File: src/rtl/pulse_gen_if.sv
// Pulse generator control/waveform bundle.
// Master drives the enable; slave returns the waveform pair.
interface pulse_gen_if;
    logic en;
    logic out;
    logic outb;

    modport master (output en, input out, input outb);
    modport slave  (input en, output out, output outb);
endinterface

File: src/rtl/pulse_gen.sv
// Periodic pulse generator: start delay, then fixed width/period
// waveform on out with its registered complement on outb.
module pulse_gen #(
    parameter int   TD = 0,
    parameter int   TW = 2,
    parameter int   TP = 4,
    parameter logic B0 = 1'b0
) (
    input  logic        clk,
    input  logic        rst,
    pulse_gen_if.slave  pg
);

    localparam int MAXV  = (TD > TP) ? TD : TP;
    localparam int CNT_W = (MAXV < 1) ? 1 : $clog2(MAXV + 1);
    localparam int TWC   = (TW < 0) ? 0 : ((TW > TP) ? TP : TW);

    localparam logic [CNT_W-1:0] TD_C    = CNT_W'(TD);
    localparam logic [CNT_W-1:0] TW_C    = CNT_W'(TWC);
    localparam logic [CNT_W-1:0] TP_LAST = CNT_W'(TP - 1);
    localparam logic [CNT_W-1:0] ONE     = CNT_W'(1);

    typedef enum logic {
        S_DELAY,
        S_RUN
    } state_t;

    localparam state_t S_INIT = (TD == 0) ? S_RUN : S_DELAY;

    if (TP < 1) begin : g_bad_tp
        $fatal(1, "pulse_gen: TP must be >= 1");
    end
    if (TD < 0) begin : g_bad_td
        $fatal(1, "pulse_gen: TD must be >= 0");
    end
    if (TW < 0) begin : g_bad_tw
        $fatal(1, "pulse_gen: TW must be >= 0");
    end

    state_t           r_state;
    state_t           w_state_nxt;
    logic [CNT_W-1:0] r_dcnt;
    logic [CNT_W-1:0] w_dcnt_nxt;
    logic [CNT_W-1:0] r_pcnt;
    logic [CNT_W-1:0] w_pcnt_nxt;
    logic             r_out;
    logic             r_outb;
    logic             w_active;
    logic             w_out_nxt;

    // r_pcnt is the phase of the edge about to be taken
    always_comb begin
        w_state_nxt = r_state;
        w_dcnt_nxt  = r_dcnt;
        w_pcnt_nxt  = r_pcnt;
        w_active    = 1'b0;
        unique case (r_state)
            S_DELAY: begin
                if (r_dcnt != TD_C) begin
                    w_dcnt_nxt = r_dcnt + ONE;
                end
                if (r_dcnt + ONE == TD_C) begin
                    w_state_nxt = S_RUN;
                    w_pcnt_nxt  = '0;
                end
            end
            S_RUN: begin
                w_active   = (r_pcnt < TW_C);
                w_pcnt_nxt = (r_pcnt == TP_LAST) ? '0 : r_pcnt + ONE;
            end
            default: begin
                w_state_nxt = S_INIT;
            end
        endcase
        w_out_nxt = w_active ? ~B0 : B0;
    end

    always_ff @(posedge clk) begin
        if (rst) begin
            r_state <= S_INIT;
            r_dcnt  <= '0;
            r_pcnt  <= '0;
            r_out   <= B0;
            r_outb  <= ~B0;
        end else if (pg.en) begin
            r_state <= w_state_nxt;
            r_dcnt  <= w_dcnt_nxt;
            r_pcnt  <= w_pcnt_nxt;
            r_out   <= w_out_nxt;
            r_outb  <= ~w_out_nxt;
        end
    end

    assign pg.out  = r_out;
    assign pg.outb = r_outb;

endmodule

File: src/flat_wrapper.sv
// flat-port wrapper written by rule: the top's interface ports become plain ports
module pulse_gen_flat 
#(
    parameter int   TD = 0,
    parameter int   TW = 2,
    parameter int   TP = 4,
    parameter logic B0 = 1'b0
)
  (clk, rst, pg_en, pg_out, pg_outb);
  pulse_gen_if pg_i ();
  input  logic clk;
  input  logic rst;
  input wire logic [$bits(pg_i.en)-1:0] pg_en;
  output wire logic [$bits(pg_i.out)-1:0] pg_out;
  output wire logic [$bits(pg_i.outb)-1:0] pg_outb;
  assign pg_i.en = pg_en;
  assign pg_out = pg_i.out;
  assign pg_outb = pg_i.outb;
  pulse_gen #(.TD(TD), .TW(TW), .TP(TP), .B0(B0)) u_core (.clk(clk), .rst(rst), .pg(pg_i));
endmodule
File: config.mk
export PLATFORM = sky130hd
export DESIGN_NAME = pulse_gen_flat
export DESIGN_NICKNAME = d
export VERILOG_FILES = /design/src/rtl/pulse_gen_if.sv /design/src/rtl/pulse_gen.sv /design/src/flat_wrapper.sv
export SDC_FILE = /design/constraint.sdc
export NUM_CORES = 1
export LEC_CHECK = 0
export BUFFER_PORTS_ARGS = -buffer_cell sky130_fd_sc_hd__buf_4
export CAP_MARGIN = 20
export CELL_PAD_IN_SITES_DETAIL_PLACEMENT = 1
export CELL_PAD_IN_SITES_GLOBAL_PLACEMENT = 2
export CORE_MARGIN = 4
export CORE_UTILIZATION = 28
export CTS_CLUSTER_SIZE = 20
export DETAILED_ROUTE_END_ITERATION = 6
export PLACE_DENSITY_LB_ADDON = 0.1
export SYNTH_ARGS = -nofsm -noshare
export SYNTH_HDL_FRONTEND = slang
export SYNTH_SLANG_ARGS = --single-unit
File: constraint.sdc
create_clock -name clk -period 1.1 [get_ports clk]
set_input_delay 0.11 -clock clk [delete_from_list [all_inputs] [get_ports clk]]
set_output_delay 0.11 -clock clk [all_outputs]
set_load 0.005 [all_outputs]
==> results of run 1 <==
## power by group
part / internal [mW] / switching [mW]
clock: 0.140 / 0.125
sequential: 0.337 / 0.00713
combinational: 0.0297 / 0.0270
## state kept, by name, indices dropped and copies added (netlist names)
register,cells
u_core.pg.out,1
u_core.pg.outb,1
u_core.r_dcnt,3
u_core.r_pcnt,3
u_core.r_state,1
## cells by family (layout without fill, tap and decap cells)
kind of cell / Yosys count / after routing / synth area share (%)
muxes: 3 / 3 / 7.60
buffers and inverters: 6 / 17 / 5.26
adders and majority gates: 4 / 4 / 11.7
and+or+nand+nor: 13 / 13 / 15.2
DFF: 9 / 9 / 42.1
AOI/OAI and AO/OA: 11 / 11 / 18.1
## cell usage in the layout, fill, tap and decap left out, drive strengths merged
cell type  instances
a211o              3
a211oi             1
a21o               1
a21oi              4
buf                8
clkbuf             4
dfxtp              9
ha                 4
inv                5
mux2               2
mux2i              1
nand2              3
nand2b             4
nor2               3
nor3               1
o21a               1
o21ai              1
or2                1
or3                1
## cell type report
type                    instances  area, um^2  area share, %
flip-flops and latches          9         184           31.1
multi-input cells              31         283           47.9
repair buffers                  8        60.1           10.2
well taps                      15        18.8           3.18
clock buffers                   4        26.3           4.45
inverters                       5        18.8           3.18
## metrics by stage
stage               TNS (ns)  total power, mW  hold slack (ns)
CTS                   -0.290            0.681           0.0825
floorplan            -0.0273            0.383            0.205
global route          -0.659            0.702           0.0885
global placement      -0.104            0.404            0.355
detailed placement    -0.355            0.410            0.366
finish                -0.232            0.667           0.0882
## worst max-delay path: stages, from the launching register on
cell      delay (ns)
dfxtp_2         0.35
ha_4            0.17
ha_4            0.15
mux2_4          0.27
a211oi_2        0.18
## layer usage
layer / up-vias / wire, um
li1: 179 / -
met4: 0 / 31
met3: 5 / 56
met1: 175 / 398
met5: - / 0
met2: 10 / 499
## path summary, 6_finish.rpt
path	startpoint	slack, ns	to	cells past startpoint
hold reg to reg	u_core.r_pcnt[0]	0.48	u_core.r_pcnt[0]	2
hold / removal	rst	0.09	u_core.r_pcnt[0]	2
setup / recovery	u_core.r_dcnt[1]	-0.09	u_core.r_pcnt[2]	4
setup reg to reg	u_core.r_dcnt[1]	-0.09	u_core.r_pcnt[2]	4
## what timing repair did
| item | in CTS | in global routing |
|---|---|---|
| pin swaps | 0 | 0 |
| endpoints found under the hold margin | 0 | 0 |
| setup endpoints to repair | 6 | 7 |
| resized for setup | 1 | 1 |
==> flow_metrics.py, run 1 <==
metrics = {
    "outcome": {
        "status": "complete, but fails checks",
        "failed_checks": "negative setup slack",
    },
    "setup_path": {
        "worstPathArrival_ns": 1.37,
        "critPathLaunchType": "register",
        "cp.required_ns": 1.29,
        "critPathKind": "register to register",
        "endpoint_kind": "register",
        "critPathMaxFanout": 3,
    },
    "route": {
        "vias": 369,
        "routed_wl_um": 985,
        "first_pass_iters": 4,
        "drc": 0,
        "drtIter0Drc": 3,
        "wl_per_cell_um": 13.7,
        "drtAntennaViolNets": 0,
        "viasPerCell": 5.13,
    },
    "logic_synthesis": {
        "synthFlopType": "dfxtp_1",
        "ys_types": 19,
        "synth_top_area_cell": "dfxtp_1",
        "yosysWarnings": 0,
        "syn_area_um2": 428,
        "synth_commonest_cells": "dfxtp_1 (9), inv_1 (5), ha_1 (4), nand2b_1 (4)",
        "syn_inst": 46,
        "synth_area_leaders": "dfxtp_1 (42%), ha_1 (12%), a211o_1 (6.1%)",
        "netlist.area_leader.share_pct": 42.1,
        "synth_edf_count": 0,
        "avgSynthCellArea_um2": 9.30,
        "synthArstFlopShare_pct": 0,
        "seq_area_frac_synth_pct": 42.1,
        "synth.net_count": 53,
        "synth.most_common_cell": "dfxtp_1",
        "ys_ff_latch": 9,
    },
    "clock_network": {
        "cts_tree": "yes",
        "hold_buffers": 0,
        "clk_pin_slew_ns": 0.06,
        "clk_latency_ns": 0.26,
        "cts_buffers": 3,
        "htreeDepth": 1,
        "numClockSinks": 9,
        "root_buffer": "clkbuf_4",
        "cts_setup_buffers": 0,
        "clk_path_buf_depth": 2,
    },
    "global_routing": {
        "grt_pass1_vias": 402,
        "grt_use_total_pct": 11.7,
        "use_met3_pct": 4.60,
        "gr-total-overflow": 0,
        "antenna_found_initial": 0,
        "met2_usage_pct": 19.5,
        "top_usage_layer": "met2",
        "met1_usage_pct": 12.4,
        "grt_pass1_wl_mm": 1.73,
        "grt_max_degree": 12,
    },
    "cells_and_area": {
        "fin_nets": 65,
        "drive_gt1_share_pct": 42.1,
        "fillerInstances": 171,
        "area_growth_pct": 38.0,
        "postLayoutCellArea_um2": 591,
        "fin_util_pct": 43.2,
        "antenna_cells": 0,
        "stdcell_count": 72,
    },
    "timing": {
        "worstMarginPinSlew_ns": 0.187,
        "skew_ns": 0.00297,
        "rsz0062_at_grt": "yes",
        "layout_setup_ws_ns": -0.0889,
        "slew_headroom_pct": 87.5,
        "final_max_slew_viol_count": 0,
        "hold_viol": 0,
        "period_share_pct": 108,
        "fin_crit_ns": 1.19,
        "fmax_mhz": 841,
        "finalSetupViolCount": 5,
    },
    "placement": {
        "placed_cell_area_um2": 563,
        "dp_cells": 68,
        "hpwl_um": 807,
        "dpl_worst_slack_ns": -0.0948,
        "io_buffers": 4,
        "place_congestion": 0.722,
    },
    "die": {
        "fp-row-count": 13,
        "core_region_area_um2": 1370,
        "num_io_pins": 5,
        "die_area_um2": 2220,
        "initial_utilization_pct": 31.3,
        "die_y_um": 47.1,
        "die_w_um": 47.1,
    },
    "run": {
        "maxCapViolations": 0,
    },
    "power": {
        "p_leak_nw": 0.232,
        "ir_worst_vdd_v": 0.000522,
        "power-per-cell-area_nw_per_um2": 1130,
    },
    "min_path": {
        "min_path_type": "input pin to register",
    },
}
(Power assumes the default switching activity.)
==> run 2: changes to the inputs <==
CAP_MARGIN = not set   (was 20)
clock period = 1 ns   (was 1.1 ns; I/O delays follow)
==> flow_metrics.py, run 2 (same netlist as run 1, synthesis figures left out) <==
metrics = {
    "outcome": {
        "status": "complete, but fails checks",
        "failed_checks": "negative setup slack",
    },
    "timing": {
        "fmax_mhz": 866,
        "layout_setup_ws_ns": -0.155,
        "final_max_slew_viol_count": 0,
        "hold_viol": 0,
        "rsz0062_at_grt": "yes",
        "fin_crit_ns": 1.16,
        "period_share_pct": 116,
        "skew_ns": 0.00496,
        "hold_ws_ns": 0.0778,
        "slew_headroom_pct": 88.0,
        "worstMarginPinSlew_ns": 0.179,
        "finalSetupViolCount": 7,
    },
    "setup_path": {
        "worstPathArrival_ns": 1.34,
        "crit_slowest_cell": "dfxtp_2",
        "reg2reg_from": "u_core.r_dcnt[1]",
        "cpPeakStageDelay_ns": 0.35,
        "rr_worst_depth": 4,
        "critPathMaxFanout": 3,
        "reg2reg_to": "u_core.r_pcnt[2]",
        "cp_top_family": "flip-flops",
        "critPathLaunchType": "register",
        "r2r_slack_ns": -0.16,
        "cp_common_cell": "ha_4",
        "worst-path-buf-inv": 0,
        "endpoint_kind": "register",
        "path_cells": "ha_4 > ha_4 > mux2_4 > a211oi_2",
        "cp.required_ns": 1.19,
        "critPathKind": "register to register",
    },
    "power": {
        "cell_internal_pwr_mw": 0.567,
        "seq_power_share_pct": 51.5,
        "clkPwrFrac_pct": 38.3,
        "p_leak_nw": 0.250,
        "power_mw": 0.737,
        "ir_worst_vdd_v": 0.000428,
        "share_comb_of_total_power_pct": 10.2,
        "p_sw_mw": 0.169,
        "switching_share_pct": 23.0,
        "power-per-cell-area_nw_per_um2": 1170,
    },
    "route": {
        "drc": 0,
        "routed_wl_mm": 1.04,
        "wl_per_cell_um": 13.8,
        "vias": 365,
        "viasPerCell": 4.87,
        "first_pass_iters": 3,
        "drtAntennaViolNets": 0,
        "drtIter0Drc": 2,
    },
    "cells_and_area": {
        "fin_nets": 68,
        "postLayoutCellArea_um2": 628,
        "multi_input_area_um2": 297,
        "fillerInstances": 167,
        "drive_gt1_share_pct": 51.7,
        "final_cell_mix": "buf_4 (11), dfxtp_1 (5), nand2b_1 (4), dfxtp_2 (4)",
        "area_growth_pct": 46.8,
        "top_regs": "u_core.r_dcnt: 3 flops, u_core.r_pcnt: 3 flops",
        "antenna_cells": 0,
        "final_common_cell": "buf_4",
        "regArea_um2": 185,
    },
    "global_routing": {
        "gr-total-overflow": 0,
        "grt_use_total_pct": 12.7,
        "grt_pass1_wl_mm": 1.86,
        "grt_max_degree": 12,
        "grt_pass1_vias": 410,
        "antenna_found_initial": 0,
    },
    "die": {
        "die_area_um2": 2220,
        "core_region_area_um2": 1370,
        "fp-row-count": 13,
        "die_w_um": 47.1,
        "num_io_pins": 5,
        "initial_utilization_pct": 31.3,
        "die_y_um": 47.1,
    },
    "clock_network": {
        "clk_pin_slew_ns": 0.06,
        "clk_path_buf_depth": 2,
        "hold_buffers": 0,
        "root_buffer": "clkbuf_4",
        "numClockSinks": 9,
        "cts_tree": "yes",
        "htreeDepth": 1,
        "clk_latency_ns": 0.26,
        "cts_buffers": 3,
    },
    "run": {
        "maxCapViolations": 0,
    },
    "placement": {
        "hpwl_um": 825,
        "place_congestion": 0.752,
        "io_buffers": 4,
        "placed_cell_area_um2": 587,
    },
    "min_path": {
        "hold_path.startpoint": "pg_en",
        "min_path_type": "input pin to register",
        "hold_end": "u_core.r_pcnt[2]",
        "worstHoldPathCells": 2,
    },
}
==> run 2: layer usage <==
| layer | routed length [um] | global-route usage, % |
|---|---|---|
| met1 | 446 | 14.0 |
| met5 | 0 | 0 |
| met2 | 544 | 21.1 |
| met3 | 44 | 4.60 |
| met4 | 0 | 6.63 |
==> run 2: worst reg2reg max path, cell delays in order, from the launching register on <==
cell and delay [ns]:
dfxtp_2 0.35, ha_4 0.16, ha_4 0.15, mux2_4 0.27
a211oi_2 0.16
==> run 2: layout make-up <==
cell class / instances / share of cell area [%]
clock buffer: 4 / 4.18
inverter: 5 / 2.99
multi-input combinational: 31 / 47.2
sequential: 9 / 29.5
tap: 15 / 2.99
timing repair buffer: 11 / 13.1
==> run 2: timing repair <==
action	CTS	global route
pin swaps	0	1
setup buffers	0	0
gates resized for setup	2	3
endpoints found under the hold margin	0	0
setup endpoints to repair	8	8
==> run 2: metrics by stage <==
| step | utilization (%) | std cells | setup TNS, ns | setup slack (ns) |
|---|---|---|---|---|
| finish | 46.0 | 75 | -0.792 | -0.155 |
| global route | 46.0 | 75 | -1.23 | -0.240 |
| floorplan | - | 46 | -0.334 | -0.118 |
| global placement | 42.9 | 71 | -0.624 | -0.133 |
| CTS | 45.2 | 75 | -0.880 | -0.165 |
| detailed placement | 42.9 | 71 | -0.901 | -0.181 |
==> run 2: how the worst max path moves through the flow <==
stage | startpoint | endpoint | cells after the start
2_1_floorplan | u_core.r_dcnt[1] | u_core.r_pcnt[2] | 4
4_1_cts | u_core.r_dcnt[1] | u_core.r_dcnt[1] | 5
5_1_grt | u_core.r_dcnt[1] | u_core.r_pcnt[2] | 4
6_report | u_core.r_dcnt[1] | u_core.r_pcnt[2] | 4
3_5_place_dp | u_core.r_dcnt[1] | u_core.r_pcnt[0] | 5
3_3_place_gp | u_core.r_dcnt[1] | u_core.r_pcnt[1] | 5
==> run 2: power groups by stage <==
stage / logic [mW] / registers [mW] / clock network, mW
2_1_floorplan: 0.0355 / 0.386 / 0
3_3_place_gp: 0.0674 / 0.385 / 0
3_5_place_dp: 0.0713 / 0.387 / 0
4_1_cts: 0.0744 / 0.379 / 0.303
5_1_grt: 0.0871 / 0.380 / 0.317
6_report: 0.0754 / 0.379 / 0.282
